### config.mk
export PLATFORM = sky130hd
export DESIGN_NAME = logic_op_sequencer
export DESIGN_NICKNAME = d
export VERILOG_FILES = /design/src/rtl/logic_op_pkg.sv /design/src/rtl/logic_unit_core.sv /design/src/rtl/logic_op_sequencer.sv
export SDC_FILE = /design/constraint.sdc
export NUM_CORES = 1
export LEC_CHECK = 0
export CAP_MARGIN = 40
export CORE_MARGIN = 2
export CORE_UTILIZATION = 25
export CTS_BUF_LIST = sky130_fd_sc_hd__clkbuf_16
export DETAILED_ROUTE_END_ITERATION = 10
export GPL_TIMING_DRIVEN = 0
export PLACE_DENSITY = 0.47
export SLEW_MARGIN = 20
export SYNTH_ARGS = -nofsm -noshare
export SYNTH_HDL_FRONTEND = slang
export SYNTH_HIERARCHICAL = 1
export SYNTH_SLANG_ARGS = --single-unit
### constraint.sdc
create_clock -name clk -period 6.37 [get_ports clk]
set_clock_uncertainty 0.15 [all_clocks]
set_input_delay 1.274 -clock clk [delete_from_list [all_inputs] [get_ports clk]]
set_output_delay 1.274 -clock clk [all_outputs]
set_load 0.05 [all_outputs]
### src/rtl/logic_op_pkg.sv
// Shared definitions for the logic-op sequencer: op codes, self-test FSM state
// type and the golden self-test signature.
package logic_op_pkg;

  localparam logic [1:0] OP_AND  = 2'b00;
  localparam logic [1:0] OP_OR   = 2'b01;
  localparam logic [1:0] OP_NAND = 2'b10;
  localparam logic [1:0] OP_NOR  = 2'b11;

  typedef enum logic [1:0] {
    StIdle,
    StRun,
    StDrain,
    StDone
  } st_state_e;

  // Signature from the 16 self-test vectors, taken on bit 0 of each result.
  localparam logic [15:0] ST_SIG_GOLDEN = 16'h366C;

endpackage

### src/rtl/logic_unit_core.sv
// Combinational W-bit two-input logic unit.
// Ports:
//   op  in  2  operation select (AND/OR/NAND/NOR)
//   a   in  W  operand a
//   b   in  W  operand b
//   y   out W  bitwise op(a, b)
module logic_unit_core
  import logic_op_pkg::*;
#(
  parameter int unsigned W = 1
) (
  input  logic [1:0]   op,
  input  logic [W-1:0] a,
  input  logic [W-1:0] b,
  output logic [W-1:0] y
);

  always_comb begin
    y = '0;
    unique case (op)
      OP_AND:  y = a & b;
      OP_OR:   y = a | b;
      OP_NAND: y = ~(a & b);
      OP_NOR:  y = ~(a | b);
      default: y = '0;
    endcase
  end

endmodule

### src/rtl/logic_op_sequencer.sv
// Command FIFO and issue stage in front of the logic unit. Commands {op, a, b}
// are queued, the FIFO head goes through the logic unit on each pop and the
// result is registered with its op code.
// Optional built-in self-test is enabled by defining LU_SELFTEST_EN.
// Ports:
//   clk, rst_n            clock, async active-low reset
//   flush                 sync clear of FIFO and output register
//   in_valid/in_ready     command handshake; in_op, in_a, in_b command fields
//   out_valid/out_ready   result handshake; out_data, out_op result fields
//   level                 FIFO occupancy
//   done_cnt              results consumed (wrapping)
//   st_start/st_busy/st_done/st_sig  self-test control/status (LU_SELFTEST_EN only)
module logic_op_sequencer
  import logic_op_pkg::*;
#(
  parameter int unsigned W     = 1,
  parameter int unsigned DEPTH = 4,
  localparam int unsigned LW   = $clog2(DEPTH + 1)
) (
  input  logic          clk,
  input  logic          rst_n,
  input  logic          flush,
  input  logic          in_valid,
  output logic          in_ready,
  input  logic [1:0]    in_op,
  input  logic [W-1:0]  in_a,
  input  logic [W-1:0]  in_b,
  output logic          out_valid,
  input  logic          out_ready,
  output logic [W-1:0]  out_data,
  output logic [1:0]    out_op,
  output logic [LW-1:0] level,
  output logic [15:0]   done_cnt
`ifdef LU_SELFTEST_EN
  ,
  input  logic          st_start,
  output logic          st_busy,
  output logic          st_done,
  output logic [15:0]   st_sig
`endif
);

  localparam int unsigned PW = $clog2(DEPTH);

  logic [PW-1:0] wr_ptr_q, rd_ptr_q;
  logic [LW-1:0] level_q;
  logic [1:0]    op_mem [DEPTH];
  logic [W-1:0]  a_mem  [DEPTH];
  logic [W-1:0]  b_mem  [DEPTH];
  logic          out_valid_q;
  logic [W-1:0]  out_data_q;
  logic [1:0]    out_op_q;
  logic [15:0]   done_cnt_q;

  logic          busy;
  logic          push_valid;
  logic [1:0]    push_op;
  logic [W-1:0]  push_a, push_b;
  logic          sink_ready;
  logic          full, empty, push, pop, consume;
  logic [W-1:0]  lu_y;

  assign full       = (level_q == LW'(DEPTH));
  assign empty      = (level_q == '0);
  // The self-test owns the output side while running and never stalls it.
  assign sink_ready = busy | out_ready;
  assign consume    = out_valid_q & sink_ready;
  assign pop        = ~empty & (~out_valid_q | sink_ready);
  // A full FIFO blocks the push even if a pop frees a slot this cycle.
  assign push       = push_valid & ~full;

  logic_unit_core #(
    .W (W)
  ) u_core (
    .op (op_mem[rd_ptr_q]),
    .a  (a_mem[rd_ptr_q]),
    .b  (b_mem[rd_ptr_q]),
    .y  (lu_y)
  );

  always_ff @(posedge clk) begin
    if (push) begin
      op_mem[wr_ptr_q] <= push_op;
      a_mem[wr_ptr_q]  <= push_a;
      b_mem[wr_ptr_q]  <= push_b;
    end
  end

  always_ff @(posedge clk or negedge rst_n) begin
    if (!rst_n) begin
      wr_ptr_q    <= '0;
      rd_ptr_q    <= '0;
      level_q     <= '0;
      out_valid_q <= 1'b0;
      out_data_q  <= '0;
      out_op_q    <= '0;
    end else if (flush) begin
      wr_ptr_q    <= '0;
      rd_ptr_q    <= '0;
      level_q     <= '0;
      out_valid_q <= 1'b0;
      out_data_q  <= '0;
      out_op_q    <= '0;
    end else begin
      if (push) wr_ptr_q <= wr_ptr_q + PW'(1);
      if (pop)  rd_ptr_q <= rd_ptr_q + PW'(1);
      case ({push, pop})
        2'b10:   level_q <= level_q + LW'(1);
        2'b01:   level_q <= level_q - LW'(1);
        default: level_q <= level_q;
      endcase
      if (pop) begin
        out_valid_q <= 1'b1;
        out_data_q  <= lu_y;
        out_op_q    <= op_mem[rd_ptr_q];
      end else if (consume) begin
        out_valid_q <= 1'b0;
      end
    end
  end

  always_ff @(posedge clk or negedge rst_n) begin
    if (!rst_n) begin
      done_cnt_q <= '0;
    end else if (consume) begin
      done_cnt_q <= done_cnt_q + 16'd1;
    end
  end

`ifdef LU_SELFTEST_EN
  st_state_e   st_q, st_d;
  logic [3:0]  vec_q;
  logic [3:0]  res_q;
  logic [15:0] sig_q;
  logic        st_go;

  assign st_go = st_start & ~flush & ((st_q == StIdle) | (st_q == StDone));
  assign busy  = (st_q == StRun) | (st_q == StDrain);

  always_comb begin
    st_d = st_q;
    if (flush) begin
      st_d = StIdle;
    end else begin
      unique case (st_q)
        StIdle, StDone: if (st_start) st_d = StRun;
        StRun:          if (push && vec_q == 4'hF) st_d = StDrain;
        StDrain:        if (consume && res_q == 4'hF) st_d = StDone;
        default:        st_d = StIdle;
      endcase
    end
  end

  always_ff @(posedge clk or negedge rst_n) begin
    if (!rst_n) begin
      st_q  <= StIdle;
      vec_q <= '0;
      res_q <= '0;
      sig_q <= '0;
    end else begin
      st_q <= st_d;
      if (st_go) begin
        vec_q <= '0;
        res_q <= '0;
        sig_q <= '0;
      end else begin
        if (st_q == StRun && push) vec_q <= vec_q + 4'd1;
        if (busy && consume) begin
          res_q <= res_q + 4'd1;
          sig_q <= {sig_q[14:0], out_data_q[0]};
        end
      end
    end
  end

  // Vector counter bits are {a_bit, b_bit, op}.
  always_comb begin
    if (busy) begin
      push_valid = (st_q == StRun);
      push_op    = vec_q[1:0];
      push_a     = {W{vec_q[3]}};
      push_b     = {W{vec_q[2]}};
    end else begin
      push_valid = in_valid;
      push_op    = in_op;
      push_a     = in_a;
      push_b     = in_b;
    end
  end

  assign st_busy = busy;
  assign st_done = (st_q == StDone);
  assign st_sig  = sig_q;
`else
  assign busy       = 1'b0;
  assign push_valid = in_valid;
  assign push_op    = in_op;
  assign push_a     = in_a;
  assign push_b     = in_b;
`endif

  assign in_ready  = ~full & ~busy;
  assign out_valid = out_valid_q & ~busy;
  assign out_data  = out_data_q;
  assign out_op    = out_op_q;
  assign level     = level_q;
  assign done_cnt  = done_cnt_q;

endmodule

==> flow_summary_export.csv <==
group,metric,value,unit
yosys,yosysTopAreaCellShare,0.3484,
critical_path,cp_max_fo,7,
yosys,synth_area_leaders,"dfrtp_1 35%, edfxtp_1 25%, xnor2_1 5.9%",
yosys,yosysWarnings,6,
yosys,synth_flop_cell,"dfrtp_1",
floorplan,start_util,0.2549,
critical_path,critPathSlowestCell,"clkdlybuf4s50_1",
cts,postCtsHoldBufs,0,
detailed_routing,wl_met1,1.581,mm
global_route,grt_pass1_vias,1206,
yosys,synth_edf_count,16,
global_route,grt_overflow,0,
global_route,grt_max_degree,28,
yosys,syn-cell-area,1939,um2
global_route,grt_pass1_wl,5.934,mm
detailed_routing,wl_per_cell,11.87,um
detailed_routing,wl_met2,1.658,mm
cts,cts-buffers-inserted,5,
cts,cts_tree,"done",
power_and_ir_drop,p_per_area,418.4,nW/um2
timing,min_period,3.427,ns
global_route,globalRouteTotalUtil,0.08991,
yosys,syn_inst,144,
timing,worst_pin_slew,0.6228,ns
floorplan,num_rows,32,
floorplan,dieArea,8478,um2
detailed_routing,drtPass1Iterations,4,
floorplan,pin_count,33,
power_and_ir_drop,p_sw,0.3712,mW
yosys,syn-mean-instance-area,13.47,um2
timing,hold_viol,0,
placement,hpwl,2.542,mm
floorplan,coreArea,7607,um2
critical_path,path_cells,"clkdlybuf4s50_1 > nand2b_1 > and2_4 > buf_6 > nor2b_1 > fa_1 > nand3b_1 > o32a_1 > mux2_4",
timing,maxSlewViolCount,0,
yosys,ys_async_sr_fraction,0.6279,
flow_run,cap_violations,0,
cts,ctsResizeCount,0,
critical_path,crit_family,"simple AND/OR/NAND/NOR gates",
floorplan,dieHeight,92.08,um
yosys,yosysSeqAreaShare,0.5961,
yosys,yosysMostFrequentCell,"dfrtp_1",
critical_path,crit_path_start_kind,"input port",
cts,cts.htree.levels,2,
power_and_ir_drop,clkPwrFrac,0.263,
timing,post-route-period-util,0.5380,
cts,clk_latency,0.28,ns
yosys,synth_area_leader_cell,"dfrtp_1",
yosys,synth_nets,159,
cells_and_area,diodes,0,
power_and_ir_drop,pwr-share-comb,0.371,
power_and_ir_drop,seqPwrFrac,0.366,
timing,rsz0062_at_grt,"false",
yosys,synthTopCellsByCount,"27 x dfrtp_1, 16 x edfxtp_1, 13 x nor2_1, 13 x xnor2_1, 8 x nand2_1",
cells_and_area,syn_to_final_growth,31.29,%
detailed_routing,route.met3.wl,122,um
timing,max_freq,291.8,MHz
power_and_ir_drop,swShare,0.3484,
yosys,synth_fa_ha_area_frac,0.04839,
cells_and_area,final_net_count,198,
cts,path_clk_slew,0.06,ns
yosys,synth_top_family_by_area,"simple AND/OR/NAND/NOR gates",
detailed_routing,top_layer_used,"met4",
power_and_ir_drop,intPower,0.6941,mW
worst_hold_path,hold_class,"register to register",
timing,setup_viol,0,
global_route,antenna_found_initial,0,
critical_path,cp.arrival,3.44,ns
cells_and_area,layout-drive-gt1-share,0.1087,
yosys,synth_compound_gate_area_share,0.007742,
critical_path,crit_path_end_kind,"register",
power_and_ir_drop,ir_worst_vdd,0.1412,mV
yosys,yosys-mux-area-fraction,0.09161,
critical_path,crit_required,6.38,ns
yosys,ys_ff_latch,43,
detailed_routing,num_vias,1162,
critical_path,max_stage_delay,0.45,ns
outcome,outcome,"finished clean",
detailed_routing,wl,3.394,mm
yosys,synth_xor_area_frac,0.09032,
placement,gp_congestion,0.7275,
detailed_routing,route.detailed.drc,0,
cts,clock_sinks,43,
critical_path,crit_type,"input port to register",
detailed_routing,drtAntennaViolNets,0,
detailed_routing,dr.first_iter.drc_count,33,
yosys,ys_types,34,
placement,port_buffers,32,
timing,tns,0,ns
cells_and_area,fill_cells,762,
timing,max-slew-margin-rel,0.5848,
cts,cts-root-buf,"clkbuf_16",
detailed_routing,post_drt_via_cell_ratio,4.063,
critical_path,cp_num_buf_inv,2,
power_and_ir_drop,leakagePower,1.016,nW
yosys,synth-simple-area-share,0.1458,
timing,hold_ws,0.3162,ns
cts,postCtsSetupBuffers,0,
cts,clockBufferDepth,2,
floorplan,die_w,92.08,um
## cells by family (layout without fill, tap and decap cells)
group | after synthesis | in the layout
compound gates | 2 | 2
simple gates | 52 | 52
buf+inv | 8 | 48
fa+ha+maj | 7 | 7
mux | 12 | 12
xor+xnor | 20 | 20
flops | 43 | 43
## area by class of cell
type | instances | area, um2 | area share
Sequential cell | 43 | 1156 | 0.4541
Multi-Input combinational cell | 93 | 744.5 | 0.2924
Timing Repair Buffer | 32 | 315.3 | 0.1238
Tap cell | 102 | 127.6 | 0.05012
Clock buffer | 5 | 125.1 | 0.04914
Clock inverter | 3 | 38.79 | 0.01523
Buffer | 4 | 23.77 | 0.009337
Inverter | 4 | 15.01 | 0.005897
## power by group through the flow
stage | Clock (mW) | Combinational, mW | Sequential, mW
finish | 0.280 | 0.395 | 0.390
global route | 0.305 | 0.430 | 0.400
CTS | 0.290 | 0.402 | 0.391
detailed placement | 0 | 0.400 | 0.396
global placement | 0 | 0.398 | 0.396
floorplan | 0 | 0.190 | 0.490
## state kept, by name, indices dropped and copies added (netlist names)
name / cells
wr_ptr_q: 2
out_data: 1
b_mem: 4
out_op: 2
op_mem: 8
a_mem: 4
done_cnt: 16
level: 3
out_valid: 1
rd_ptr_q: 2
## cells in the final DEF (no fill, tap or decap), types with 5 or more instances in the layout
| cell | synthesis | layout |
|---|---|---|
| xnor2_1 | 13 | 13 |
| xor2_1 | 7 | 7 |
| clkdlybuf4s50_1 | 0 | 31 |
| and2_1 | 5 | 5 |
| dfrtp_1 | 27 | 27 |
| mux2i_1 | 5 | 5 |
| nand2_1 | 8 | 8 |
| nand4_1 | 6 | 6 |
| ha_1 | 5 | 5 |
| nor2_1 | 13 | 13 |
| clkbuf_16 | 0 | 5 |
| edfxtp_1 | 16 | 16 |
## worst register-to-register path, stage by stage (launching register included)
cell	delay [ns]
dfrtp_1	0.45
or3_4	0.43
and2_4	0.17
buf_6	0.13
nor2b_1	0.14
fa_1	0.39
nand3b_1	0.18
o32a_1	0.19
mux2_4	0.29
## layer usage
metal,GRT usage,vias to the layer above
li1,-,582
met4,0.02736,0
met1,0.1120,549
met2,0.1495,26
met5,0,-
met3,0.02794,5
## through the flow
stage	setup WS, ns	instances	power, mW	util	cell area, um2
final	2.943	286	1.065	0.3347	2546
after global routing	2.855	286	1.135	0.3347	2546
after CTS	2.926	286	1.083	0.3347	2546
after detailed placement	2.646	278	0.7961	0.3132	2382
after global placement	2.600	278	0.7947	0.3138	2387
after floorplan	3.244	144	0.6800	-	1939
## worst paths after layout
| check | from | cells past startpoint | slack [ns] | to |
|---|---|---|---|---|
| max | out_ready | 9 | 2.94 | level[2] |
| min | done_cnt[15] | 1 | 0.32 | done_cnt[15] |
| max reg2reg | level[1] | 8 | 3.74 | level[2] |
| min reg2reg | done_cnt[15] | 1 | 0.32 | done_cnt[15] |
| max in group asynchronous | rst_n | 1 | 4.80 | level[2] |
| min in group asynchronous | rst_n | 1 | 0.86 | done_cnt[2] |
No activity file was read; power rests on OpenSTA's default activity.
==> RTL change 1 (same settings) <==
The parameter `DEPTH` goes from 4 to 2.
--- a/src/rtl/logic_op_sequencer.sv
+++ b/src/rtl/logic_op_sequencer.sv
@@ -16,3 +16,3 @@
   parameter int unsigned W     = 1,
-  parameter int unsigned DEPTH = 4,
+  parameter int unsigned DEPTH = 2,
   localparam int unsigned LW   = $clog2(DEPTH + 1)
Ports: changed (resized level); port bits go from 33 to 32. The function was not compared with the original's and may differ.
==> RTL change 1 against the original RTL <==
  * Die area decreased by 27%
  * Sequential share of layout area shrank 2.1 points
  * Final area decreased by 24%
  * Routed wire length shrank 19%
  * Register-to-register slack better by 0.86 ns
  * Sequential cell count fell by 11
  * Power fell by 43%
  * Setup slack better by 0.27 ns
  * Synthesized area is 28% lower
  * First-iteration DRC count grew 79%
  * Via count fell by 18%
  * Critical endpoint is now in_ready
==> RTL change 1: results (changes against the original RTL) <==
* WHS Endpoint: done_cnt[15] (unchanged)
* Post-synth net total at 124 (was 159)
* Avg WL per Cell at 12.2 um (was 11.9 um)
* RePlAce Congestion at 0.746 (was 0.728)
* Num CTS Buffers at 5 (unchanged)
* DR vias at 958 (was 1162)
* Outcome: finished, final reports clean (unchanged)
* Synth Flop Type: dfrtp_1 (unchanged)
* Synth warn at 6 (unchanged)
* Peak supply drop at 0.253 mV (was 0.141 mV)
* Hpwl dp at 2060 um (was 2540 um)
* Pre-antenna DRT Iters at 4 (unchanged)
* Reg2Reg Depth at 5 (was 8)
* Fin Hold WS at 0.330 ns (was 0.316 ns)
* Max H-tree Level at 2 (unchanged)
* FFs w/ async S/R, synth at 75.0% (was 62.8%)
* Initial antenna violation count at 0 (unchanged)
* Place WS at 3.37 ns (was 2.65 ns)
* Crit Reg-Reg Startpoint: rd_ptr_q (was level[1])
* Share of cells above drive strength 1 at 11.8% (was 10.9%)
* Hold Path Origin: done_cnt[15] (unchanged)
* Hold Path Depth at 1 (unchanged)
* Static Leakage at 0.787 nW (was 1.02 nW)
* Synth cell count leaders: 24 x dfrtp_1, 13 x nor2_1, 11 x xnor2_1, 8 x edfxtp_1, 8 x nand2_1 (was 27 x dfrtp_1, 16 x edfxtp_1, 13 x nor2_1, 13 x xnor2_1, 8 x nand2_1)
* Flop-to-flop setup slack at 4.60 ns (was 3.74 ns)
* Max FFs per register at 16 (unchanged)
* CTS root buf: clkbuf_16 (unchanged)
* Nets at 162 (was 198)
* Setup Buffers After CTS at 0 (unchanged)
* Sequential area share after synthesis at 60.5% (was 59.6%)
* Pin count of the biggest net entering global routing at 16 (was 28)
* Worst-Skew Late Latency at between 0.2 and 0.3 ns
* Ant diodes at 0 (unchanged)
* Initial DRC count at 59 (was 33)
* Hold Buf Count CTS at 0 (unchanged)
* Post-synthesis cell type count at 30 (was 34)
* GRT Util Overall at 10.1% (was 8.99%)
* Fillers at 534 (was 762)
* Clock transition at path regs at 0.05 ns
* IO buf count at 30 (was 32)
* Dominant cells by area after synthesis: dfrtp_1 43%, edfxtp_1 17%, xnor2_1 6.9% (was dfrtp_1 35%, edfxtp_1 25%, xnor2_1 5.9%)
* First-pass GRT wire length at 4890 um (was 5930 um)
* Clock Tree Buf Depth at 2 (unchanged)
* Hold WC Path Type: register to register (unchanged)
* Number of synthesized flops with an enable pin at 8 (was 16)
* Worst Path Max Fanout at 6 (was 7)
* Worst-margin pin slew at 0.547 ns (was 0.623 ns)
* Vias in the first global route at 1048 (was 1206)
* Reg2reg end: out_data (was level[2])
* Post-CTS sizing at 0 (unchanged)
[RTL change 1: routing by layer]
layer  part of all wire, %  track usage [%]
met1                    44             12.5
met2                    50             16.5
met3                   4.2             2.64
met4                   1.4             4.74
met5                     0                0
[RTL change 1: layout make-up]
| cell class | count | area, um2 | share of cell area [%] |
|---|---|---|---|
| Timing Repair Buffer | 31 | 328 | 16.9 |
| Tap cell | 72 | 90.1 | 4.64 |
| Sequential cell | 32 | 841 | 43.3 |
| Clock buffer | 5 | 125 | 6.44 |
| Clock inverter | 3 | 11.3 | 0.580 |
| Inverter | 2 | 7.51 | 0.386 |
| Buffer | 1 | 3.75 | 0.193 |
| Multi-Input combinational cell | 79 | 537 | 27.6 |
[RTL change 1: worst max-delay path by stage]
stage               from      endpoint  slack (ns)  depth (start not counted)
3_5_place_dp   out_ready  done_cnt[11]        3.37                          5
6_report        level[0]      in_ready        3.22                          2
5_1_grt         level[0]      in_ready        3.14                          2
4_1_cts         level[0]      in_ready        3.20                          2
3_3_place_gp   out_ready  done_cnt[11]        3.45                          5
2_1_floorplan   level[0]      in_ready        3.74                          1
[RTL change 1: metrics by stage]
stage | cell area [um2] | total power (W) | instances
after floorplan | 1390 | 0.000346 | 114
after global placement | 1780 | 0.000396 | 216
after detailed placement | 1810 | 0.000398 | 217
after CTS | 1940 | 0.000621 | 225
after global routing | 1940 | 0.000640 | 225
final | 1940 | 0.000611 | 225
[RTL change 1: cell families (layout without fill, tap and decap cells)]
group           after synthesis  after routing  share of synthesized area, %
mux                           6              6                          4.77
flops                        32             32                          60.5
simple gates                 47             47                          18.6
compound gates                6              6                          2.25
fa+ha+maj                     2              2                          1.71
xor+xnor                     18             18                          11.4
buf+inv                       3             42                         0.811
[RTL change 1: critical path, cell delays in order, from the launching register on]
cell             delay [ns]
dfrtp_1                0.40
nand2b_1               0.22
clkdlybuf4s50_1        0.84
[RTL change 1: where the power goes]
group / internal (W) / switching, W
logic: 0.0000541 / 0.0000864
clock network: 0.000140 / 0.0000770
registers: 0.000231 / 0.0000222
==> RTL change 2 (config.mk and constraints unchanged) <==
Made on the original files. Register the output `done_cnt` once more, without a reset; this adds one clock of latency there. The other outputs are not delayed to match.
--- a/src/rtl/logic_op_sequencer.sv
+++ b/src/rtl/logic_op_sequencer.sv
@@ -206,3 +206,5 @@
   assign level     = level_q;
-  assign done_cnt  = done_cnt_q;
+  always_ff @(posedge clk) begin
+    done_cnt <= done_cnt_q;
+  end
 
Function: changed (Yosys sat finds a counterexample within 4 cycles, from zero or initial values and one cycle with rst_n low).
==> RTL change 2 against the original RTL <==
  * Power grew 28%
  * Routed wire length up 19%
  * Setup slack improved by 0.019 ns
  * Via count is 14% higher
  * Final area up 18%
  * Fmax grew 0.57%
  * Non-clock buffer count up 1
  * Synthesized area increased by 17%
  * Sequential cell count is 16 higher
  * Critical path depth fell by 6
  * Sequential power increased by 29%
  * Largest cell class unchanged
  * Highest routed layer unchanged
==> RTL change 2: results (changes against the original RTL) <==
* FFs w/ async S/R, synth at 45.8% (was 62.8%)
* Hold Path Depth at 0 (was 1)
* Crit Reg-Reg Startpoint: level[0] (was level[1])
* Hold Path Origin: done_cnt_q[15] (was done_cnt[15])
* Worst-Skew Late Latency at 0.32 ns (was 0.28 ns)
* Vias per cell at 4.18 (was 4.06)
* Mapped Cells at 161 (was 144)
* RePlAce Congestion at 0.659 (was 0.728)
* Synth cell count leaders: 27 x dfrtp_1, 16 x dfxtp_1, 16 x edfxtp_1, 14 x nor2_1, 14 x xnor2_1 (was 27 x dfrtp_1, 16 x edfxtp_1, 13 x nor2_1, 13 x xnor2_1, 8 x nand2_1)
* Clk_buf instances at 11 (was 5)
* Outcome: finished, final reports clean (unchanged)
* Vias in the first global route at 1338 (was 1206)
* Final core utilization at 34.3% (was 33.5%)
* Max H-tree Level at 3 (was 2)
* Flop pwr share at 37.0% (was 36.6%)
* Hpwl dp at 2760 um (was 2540 um)
* Fin Hold WS at 0.251 ns (was 0.316 ns)
* Static Leakage at 1.20 nW (was 1.02 nW)
* Dominant cells by area after synthesis: dfrtp_1 30%, edfxtp_1 21%, dfxtp_1 14% (was dfrtp_1 35%, edfxtp_1 25%, xnor2_1 5.9%)
* Initial DRC count at 30 (was 33)
* Fillers at 877 (was 762)
* Place WS at 2.62 ns (was 2.65 ns)
* Worst-margin pin slew at 0.700 ns (was 0.623 ns)
* Reg area at 0.00148 mm2 (was 0.00116 mm2)
* Post-synth net total at 176 (was 159)
* Mux cell area share after synthesis at 7.86% (was 9.16%)
* GRT Util Overall at 9.15% (was 8.99%)
* Compound-Gate Fraction of Synth Area at 0.664% (was 0.774%)
* Crit path time final at 3.41 ns (was 3.43 ns)
* Non-Filler Instances at 317 (was 286)
* Share of cells above drive strength 1 at 12.9% (was 10.9%)
* Non-clk buf share at 11.4% (was 13.3%)
* Critical path arrival at 1.98 ns (was 3.44 ns)
* Buffers, non-clock at 37 (was 36)
* First-pass GRT wire length at 6620 um (was 5930 um)
* Num CTS Buffers at 9 (was 5)
* Sequential area share after synthesis at 65.3% (was 59.6%)
* Inverters at 3 (was 4)
* FFs & Latches at 59 (was 43)
* Clock network area share at 9.90% (was 6.44%)
* M1 GR Usage at 11.7% (was 11.2%)
## RTL change 2: routing by layer
| metal | vias up | part of all wire (%) | wire length (um) |
|---|---|---|---|
| met5 | - | 0 | 0 |
| li1 | 642 | - | - |
| met4 | 0 | 3.2 | 130 |
| met3 | 11 | 4.8 | 195 |
| met1 | 641 | 48 | 1950 |
| met2 | 30 | 44 | 1750 |
## RTL change 2: critical path, stage by stage (launching register included)
cell	delay, ns
dfrtp_1	0.47
nor3b_1	0.41
inv_1	0.07
clkdlybuf4s50_1	0.71
## RTL change 2: how the worst max path moves through the flow
stage / startpoint / end / cells past startpoint
finish: level[0] / in_ready / 3
global route: level[0] / in_ready / 3
CTS: level[0] / in_ready / 3
detailed placement: out_ready / level[2] / 9
global placement: out_ready / level[2] / 9
floorplan: out_ready / level[2] / 8
